==> config.mk <==
export PLATFORM = sky130hd
export DESIGN_NAME = memlcd_rx_flat
export DESIGN_NICKNAME = d
export VERILOG_FILES = /design/src/rtl/memlcd_rx_pkg.sv /design/src/rtl/memlcd_rx_if.sv /design/src/rtl/memlcd_rx_sync.sv /design/src/rtl/memlcd_rx.sv /design/src/flat_wrapper.sv
export SDC_FILE = /design/constraint.sdc
export NUM_CORES = 1
export LEC_CHECK = 0
export ABC_AREA = 1
export BUFFER_PORTS_ARGS = -buffer_cell sky130_fd_sc_hd__buf_2
export CORE_AREA = 2 2 90 92
export DETAILED_ROUTE_END_ITERATION = 16
export DIE_AREA = 0 0 92 94
export GPL_ROUTABILITY_DRIVEN = 0
export SYNTH_ARGS = -nofsm -noshare
export SYNTH_HDL_FRONTEND = slang
export SYNTH_HIERARCHICAL = 1
export SYNTH_SLANG_ARGS = --single-unit
==> constraint.sdc <==
create_clock -name refclk -period 2.7 [get_ports refclk]
set_clock_uncertainty 0.05 [all_clocks]
set_input_delay 0.135 -clock refclk [delete_from_list [all_inputs] [get_ports refclk]]
set_output_delay 0.135 -clock refclk [all_outputs]
set_load 0.02 [all_outputs]
==> src/rtl/memlcd_rx_pkg.sv <==
// Shared FSM state type and frame-field constants for the memory-LCD receiver.
package memlcd_pkg;

  typedef enum logic [2:0] {IDLE, MODE, ADDR, DATA, TRAIL, SKIP} state_t;

  localparam int MODE_BITS  = 6;
  localparam int ADDR_BITS  = 10;
  localparam int TRAIL_BITS = 6;

  localparam int M0 = 0;
  localparam int M1 = 1;
  localparam int M2 = 2;

endpackage

==> src/rtl/memlcd_rx_if.sv <==
// Decoded pixel/command output bundle of memlcd_rx (master drives, slave consumes).
interface memlcd_rx_if #(parameter int COLS = 336);

  logic                          px_valid;
  logic [7:0]                    px_data;
  logic [$clog2(COLS/8)-1:0]     px_col;
  logic [9:0]                    px_line;
  logic                          px_last;
  logic                          clr_pulse;
  logic                          vcom;
  logic                          err_pulse;

  modport master (output px_valid, px_data, px_col, px_line, px_last,
                         clr_pulse, vcom, err_pulse);
  modport slave  (input  px_valid, px_data, px_col, px_line, px_last,
                         clr_pulse, vcom, err_pulse);

endinterface

==> src/rtl/memlcd_rx_sync.sv <==
// Multi-flop synchronizer with rise/fall detection on the synchronized level.
module memlcd_rx_sync #(
  parameter int STAGES = 2
) (
  input  logic clk,
  input  logic rst,
  input  logic d,
  output logic q,
  output logic rise,
  output logic fall
);

  logic [STAGES-1:0] chain;
  logic              q_d;

  always_ff @(posedge clk) begin
    if (rst) begin
      chain <= '0;
      q_d   <= 1'b0;
    end else begin
      chain <= (chain << 1) | STAGES'(d);
      q_d   <= chain[STAGES-1];
    end
  end

  assign q    = chain[STAGES-1];
  assign rise = q & ~q_d;
  assign fall = ~q & q_d;

endmodule

==> src/rtl/memlcd_rx.sv <==
// Memory-LCD serial receiver: decodes mode/address/pixel stream into byte strobes.
// Define MEMLCD_RX_STATS_EN to add line_count/err_count outputs.
module memlcd_rx
  import memlcd_pkg::*;
#(
  parameter int COLS        = 336,
  parameter int ROWS        = 536,
  parameter int SYNC_STAGES = 2
) (
  input  logic        refclk,
  input  logic        rst,
  input  logic        lcd_sclk,
  input  logic        lcd_si,
  input  logic        lcd_scs,
  memlcd_rx_if.master px
`ifdef MEMLCD_RX_STATS_EN
  ,
  output logic [15:0] line_count,
  output logic [7:0]  err_count
`endif
);

  localparam int COL_W = $clog2(COLS/8);
  localparam int CNT_W = $clog2(COLS) + 1;

  // index 0: sclk, 1: si, 2: scs
  logic [2:0] pins, sync_q, sync_rise, sync_fall;
  assign pins = {lcd_scs, lcd_si, lcd_sclk};

  for (genvar i = 0; i < 3; i++) begin : g_sync
    memlcd_rx_sync #(.STAGES(SYNC_STAGES)) u_sync (
      .clk (refclk),
      .rst (rst),
      .d   (pins[i]),
      .q   (sync_q[i]),
      .rise(sync_rise[i]),
      .fall(sync_fall[i])
    );
  end

  state_t                 state, nxt;
  logic [CNT_W-1:0]       cnt, cnt_nxt;
  logic [ADDR_BITS-1:0]   sr;
  logic [MODE_BITS-1:0]   mword;
  logic [ADDR_BITS-1:0]   aword;
  logic [7:0]             bword;
  logic [SYNC_STAGES:0]   settle;
  logic si, bit_en, fall_evt, fall_pend, start, armed;
  logic sup, done, addr_bad;
  logic err_set, clr_set, vcom_ld, addr_ld, byte_set, last_set;

  assign si = sync_q[1];
  // A bit coinciding with scs falling is still taken; the fall is handled a cycle later.
  assign bit_en   = sync_rise[0] & (sync_q[2] | sync_fall[2]);
  assign fall_evt = (sync_fall[2] & ~sync_rise[0]) | fall_pend;
  assign start    = sync_rise[2] & armed;

  // Fields are LSB first, so the word completed by the current bit has si on top.
  assign mword    = {si, sr[ADDR_BITS-1 -: MODE_BITS-1]};
  assign aword    = {si, sr[ADDR_BITS-1:1]};
  assign bword    = {si, sr[ADDR_BITS-1 -: 7]};
  assign addr_bad = (aword == '0) || (int'(aword) > ROWS);

  logic unused_ok;
  assign unused_ok = ^{sync_q[0], sync_rise[1], sync_fall[1:0],
                       mword[MODE_BITS-1:3], sr[0]};

  always_ff @(posedge refclk) begin
    if (rst) state <= IDLE;
    else     state <= nxt;
  end

  always_comb begin
    nxt = state;
    if (fall_evt) begin
      nxt = IDLE;
    end else begin
      case (state)
        IDLE:  if (start) nxt = MODE;
        MODE:  if (bit_en && cnt == CNT_W'(MODE_BITS-1))
                 nxt = mword[M2] ? SKIP : (mword[M0] ? ADDR : SKIP);
        ADDR:  if (bit_en && cnt == CNT_W'(ADDR_BITS-1))  nxt = DATA;
        DATA:  if (bit_en && cnt == CNT_W'(COLS-1))       nxt = TRAIL;
        TRAIL: if (bit_en && cnt == CNT_W'(TRAIL_BITS-1)) nxt = ADDR;
        default: nxt = state;
      endcase
    end
  end

  always_comb begin
    done     = (nxt != state);
    cnt_nxt  = cnt;
    err_set  = 1'b0;
    clr_set  = 1'b0;
    vcom_ld  = 1'b0;
    addr_ld  = 1'b0;
    byte_set = 1'b0;
    last_set = 1'b0;
    if (fall_evt) begin
      cnt_nxt = '0;
      // IDLE covers a fall after a mid-frame reset, which must stay silent.
      err_set = !(state == IDLE || state == SKIP || (state == ADDR && cnt == '0));
    end else if (state == IDLE) begin
      if (start) cnt_nxt = '0;
    end else if (bit_en && state != SKIP) begin
      cnt_nxt = done ? '0 : cnt + CNT_W'(1);
      case (state)
        MODE: if (done) begin
          vcom_ld = 1'b1;
          clr_set = mword[M2];
        end
        ADDR: if (done) begin
          addr_ld = 1'b1;
          err_set = addr_bad;
        end
        DATA: if (cnt[2:0] == 3'd7 && !sup) begin
          byte_set = 1'b1;
          last_set = (cnt == CNT_W'(COLS-1));
        end
        default: ;
      endcase
    end
  end

  always_ff @(posedge refclk) begin
    if (rst) begin
      cnt          <= '0;
      sr           <= '0;
      sup          <= 1'b0;
      fall_pend    <= 1'b0;
      settle       <= '0;
      armed        <= 1'b0;
      px.px_valid  <= 1'b0;
      px.px_data   <= '0;
      px.px_col    <= '0;
      px.px_line   <= '0;
      px.px_last   <= 1'b0;
      px.clr_pulse <= 1'b0;
      px.vcom      <= 1'b0;
      px.err_pulse <= 1'b0;
    end else begin
      cnt       <= cnt_nxt;
      if (bit_en) sr <= {si, sr[ADDR_BITS-1:1]};
      fall_pend <= sync_fall[2] & sync_rise[0];
      // Only a scs rise seen after scs was low post-reset may open a frame.
      settle    <= {settle[SYNC_STAGES-1:0], 1'b1};
      if (settle[SYNC_STAGES] && !sync_q[2]) armed <= 1'b1;
      if (addr_ld) sup <= addr_bad;
      px.px_valid <= byte_set;
      px.px_last  <= last_set;
      if (byte_set) begin
        px.px_data <= bword;
        px.px_col  <= cnt[3 +: COL_W];
      end
      if (addr_ld && !addr_bad) px.px_line <= aword;
      if (vcom_ld) px.vcom <= mword[M1];
      px.clr_pulse <= clr_set;
      px.err_pulse <= err_set;
    end
  end

`ifdef MEMLCD_RX_STATS_EN
  always_ff @(posedge refclk) begin
    if (rst) begin
      line_count <= '0;
      err_count  <= '0;
    end else begin
      if (last_set) line_count <= line_count + 16'd1;
      if (err_set && err_count != 8'hFF) err_count <= err_count + 8'd1;
    end
  end
`endif

endmodule
==> src/flat_wrapper.sv <==
// flat-port wrapper written by rule: the top's interface ports become plain ports
module memlcd_rx_flat import memlcd_pkg::*;
#(
  parameter int COLS        = 336,
  parameter int ROWS        = 536,
  parameter int SYNC_STAGES = 2
)
  (refclk, rst, lcd_sclk, lcd_si, lcd_scs, px_px_valid, px_px_data, px_px_col, px_px_line, px_px_last, px_clr_pulse, px_vcom, px_err_pulse);
  memlcd_rx_if #(.COLS(COLS)) px_i ();
  input  logic refclk;
  input  logic rst;
  input  logic lcd_sclk;
  input  logic lcd_si;
  input  logic lcd_scs;
  output wire logic [$bits(px_i.px_valid)-1:0] px_px_valid;
  output wire logic [$bits(px_i.px_data)-1:0] px_px_data;
  output wire logic [$bits(px_i.px_col)-1:0] px_px_col;
  output wire logic [$bits(px_i.px_line)-1:0] px_px_line;
  output wire logic [$bits(px_i.px_last)-1:0] px_px_last;
  output wire logic [$bits(px_i.clr_pulse)-1:0] px_clr_pulse;
  output wire logic [$bits(px_i.vcom)-1:0] px_vcom;
  output wire logic [$bits(px_i.err_pulse)-1:0] px_err_pulse;
  assign px_px_valid = px_i.px_valid;
  assign px_px_data = px_i.px_data;
  assign px_px_col = px_i.px_col;
  assign px_px_line = px_i.px_line;
  assign px_px_last = px_i.px_last;
  assign px_clr_pulse = px_i.clr_pulse;
  assign px_vcom = px_i.vcom;
  assign px_err_pulse = px_i.err_pulse;
  memlcd_rx #(.COLS(COLS), .ROWS(ROWS), .SYNC_STAGES(SYNC_STAGES)) u_core (.refclk(refclk), .rst(rst), .lcd_sclk(lcd_sclk), .lcd_si(lcd_si), .lcd_scs(lcd_scs), .px(px_i));
endmodule
==> flow_summary.toml <==
[worst_setup_path]
crit_type = "register to register"
worst_setup_path_start_kind = "register"
cp.required_ns = 2.93
slowest_stage = "dfxtp_1"
crit_chain = "ha_1, nand2_1, nor2_2, nand4_1, a21oi_1, nand2_1, nand2_1, nand2_1, nand2_1, nor2_2, nand2_4, nand3_4, nand2_1, inv_1, nor2_1"
cp-startpoint = "u_core/cnt[0]"
r2r-start = "u_core/cnt[0]"
rr_endpoint = "u_core/px.px_line[9]"
cp-endpoint = "u_core/px.px_line[9]"
end_kind = "register"
worst-path-max-fanout = 15
cpPeakStageDelay_ns = 0.41
critPathMostFrequentCell = "nand2_1"
arrival_ns = 2.52
r2r_slack_ns = 0.40
reg2reg_depth = 15

[layout]
fillCellCount = 821
final_common_cell = "nand2_1"
final_cell_mix = "nand2_1 (68), inv_1 (66), dfxtp_1 (65)"
fin_area_um2 = 3440
nets = 453
drive_gt1_share_pct = 17.4
num_antenna_cells = 0
area_growth_pct = 16.4

[floorplanning]
die_h_um = 94
rows = 32
core_um2 = 7610
ios = 34
die-area_um2 = 8650
start_util_pct = 38.8
dieWidth_um = 92

[routing]
drc_errors = 0
wl_per_cell_um = 10.9
vias = 2517
first_pass_iters = 4
antenna_left = 0
drtIter0Drc = 112
drt-total-wl_mm = 5.98
viasPerCell = 4.58

[clock_network]
cts_tree = "yes"
cts_max_level = 3
numCtsBuffers = 9
cts_num_sinks = 65
clock_insertion_delay_worst_skew_ns = 0.34
ctsResizeCount = 0
cts-root-buf = "clkbuf_8"
clk_pin_slew_ns = 0.07
cts_max_path_buffers = 2

[synthesis]
syn_nets = 415
syn_inst = 406
syn_area_per_cell_um2 = 7.28
yosysWarnings = 6
syn_area_um2 = 2950

[pwr]
p_comb_share_pct = 3.9
internal-power_mw = 1.51
pwr-share-seq_pct = 50.8
sw_frac_of_total_pct = 21.4
powerDensity_nw_per_um2 = 558
pwr-share-clk_pct = 45.3
p_sw_mw = 0.411
total_leakage_power_nw = 1.58
worst_ir_drop_vdd_uv = 321

[global_routing]
grt_usage_pct = 14.9
grt_max_degree = 37
grt_pass1_vias = 2279
grt_overflow = 0
grt_pass1_wl_mm = 10.2
antenna_found_initial = 0

[timing]
slew_violations = 0
min_period_ns = 2.30
slew_headroom_pct = 39.4
timing.final.crit_share_pct = 85.1
hold_violations = 0
finalSetupTns_ns = 0
rsz0062_at_grt = "false"
fmax_ghz = 0.435
setup_viol = 0
tightest_slew_ns = 0.908

[status]
status = "finished clean"

[hold_path]
hold_path.class = "primary input to register"
worstHoldPathCells = 2

[flow_run]
maxCapViolCount = 0

[placed_design]
place_area_um2 = 3200
hpwl_mm = 4.39
port_buffers = 33
[per-stage QoR]
step	std cells	hold slack, ns	util, %	setup WS [ns]	power (mW)
floorplan	406	0.156	-	0.693	1.05
global placement	532	0.290	42.1	0.520	1.07
detailed placement	532	0.294	42.1	0.422	1.07
CTS	550	0.0141	45.2	0.397	1.95
global route	550	0.0303	45.2	0.0639	1.99
finish	550	0.0253	45.2	0.403	1.92
[layer usage]
layer / share of wire (%) / routed length, um / global-route usage [%]
met1: 47 / 2810 / 18.0
met2: 47 / 2800 / 24.4
met3: 4.3 / 257 / 4.57
met4: 1.8 / 108 / 6.97
met5: 0 / 0 / 0
[power groups by stage]
stage	logic (mW)	clock network, mW	registers [mW]
2_1_floorplan	0.0567	0	0.995
3_3_place_gp	0.0711	0	0.996
3_5_place_dp	0.0717	0	0.996
4_1_cts	0.0751	0.900	0.974
5_1_grt	0.0849	0.934	0.975
6_report	0.0743	0.868	0.975
[sequential cells by signal, indices dropped and copies added, names as in the netlist, 2 cells and up]
signal,cells
u_core/g_sync.u_sync/chain,6
u_core/px.px_line,10
u_core/g_sync.u_sync/q_d,2
u_core/sr,9
u_core/px.px_col,6
u_core/px.px_data,8
u_core/settle,3
u_core/state,3
u_core/cnt,10
[what timing repair did]
| action | CTS | global route |
|---|---|---|
| setup buffers | 0 | 0 |
| hold endpoints to repair | 3 | 0 |
| hold buffers | 3 | 0 |
[worst min-delay path by stage]
stage / start / endpoint
floorplan: rst / u_core/g_sync[0].u_sync/chain[0]
global placement: lcd_sclk / u_core/g_sync[0].u_sync/chain[0]
detailed placement: lcd_sclk / u_core/g_sync[0].u_sync/chain[0]
CTS: rst / u_core/g_sync[1].u_sync/chain[0]
global route: rst / u_core/settle[1]
finish: rst / u_core/g_sync[2].u_sync/chain[0]
[cell type report]
| cell class | count | area (um^2) | area share [%] |
|---|---|---|---|
| Tap cell | 102 | 128 | 3.71 |
| Sequential cell | 65 | 1300 | 37.8 |
| Multi-Input combinational cell | 253 | 1290 | 37.4 |
| Clock inverter | 5 | 81.3 | 2.37 |
| Clock buffer | 10 | 128 | 3.71 |
| Timing Repair Buffer | 42 | 240 | 6.99 |
| Inverter | 73 | 274 | 7.97 |
[worst max-delay path: cells and delay by family (launching register included)]
family                     cells  cell delay (ns)
AOI/OAI and AO/OA              1             0.16
DFF                            1             0.41
and+or+nand+nor               12             1.36
buffers and inverters          1             0.04
adders and majority gates      1             0.20
(Power assumes the default switching activity.)
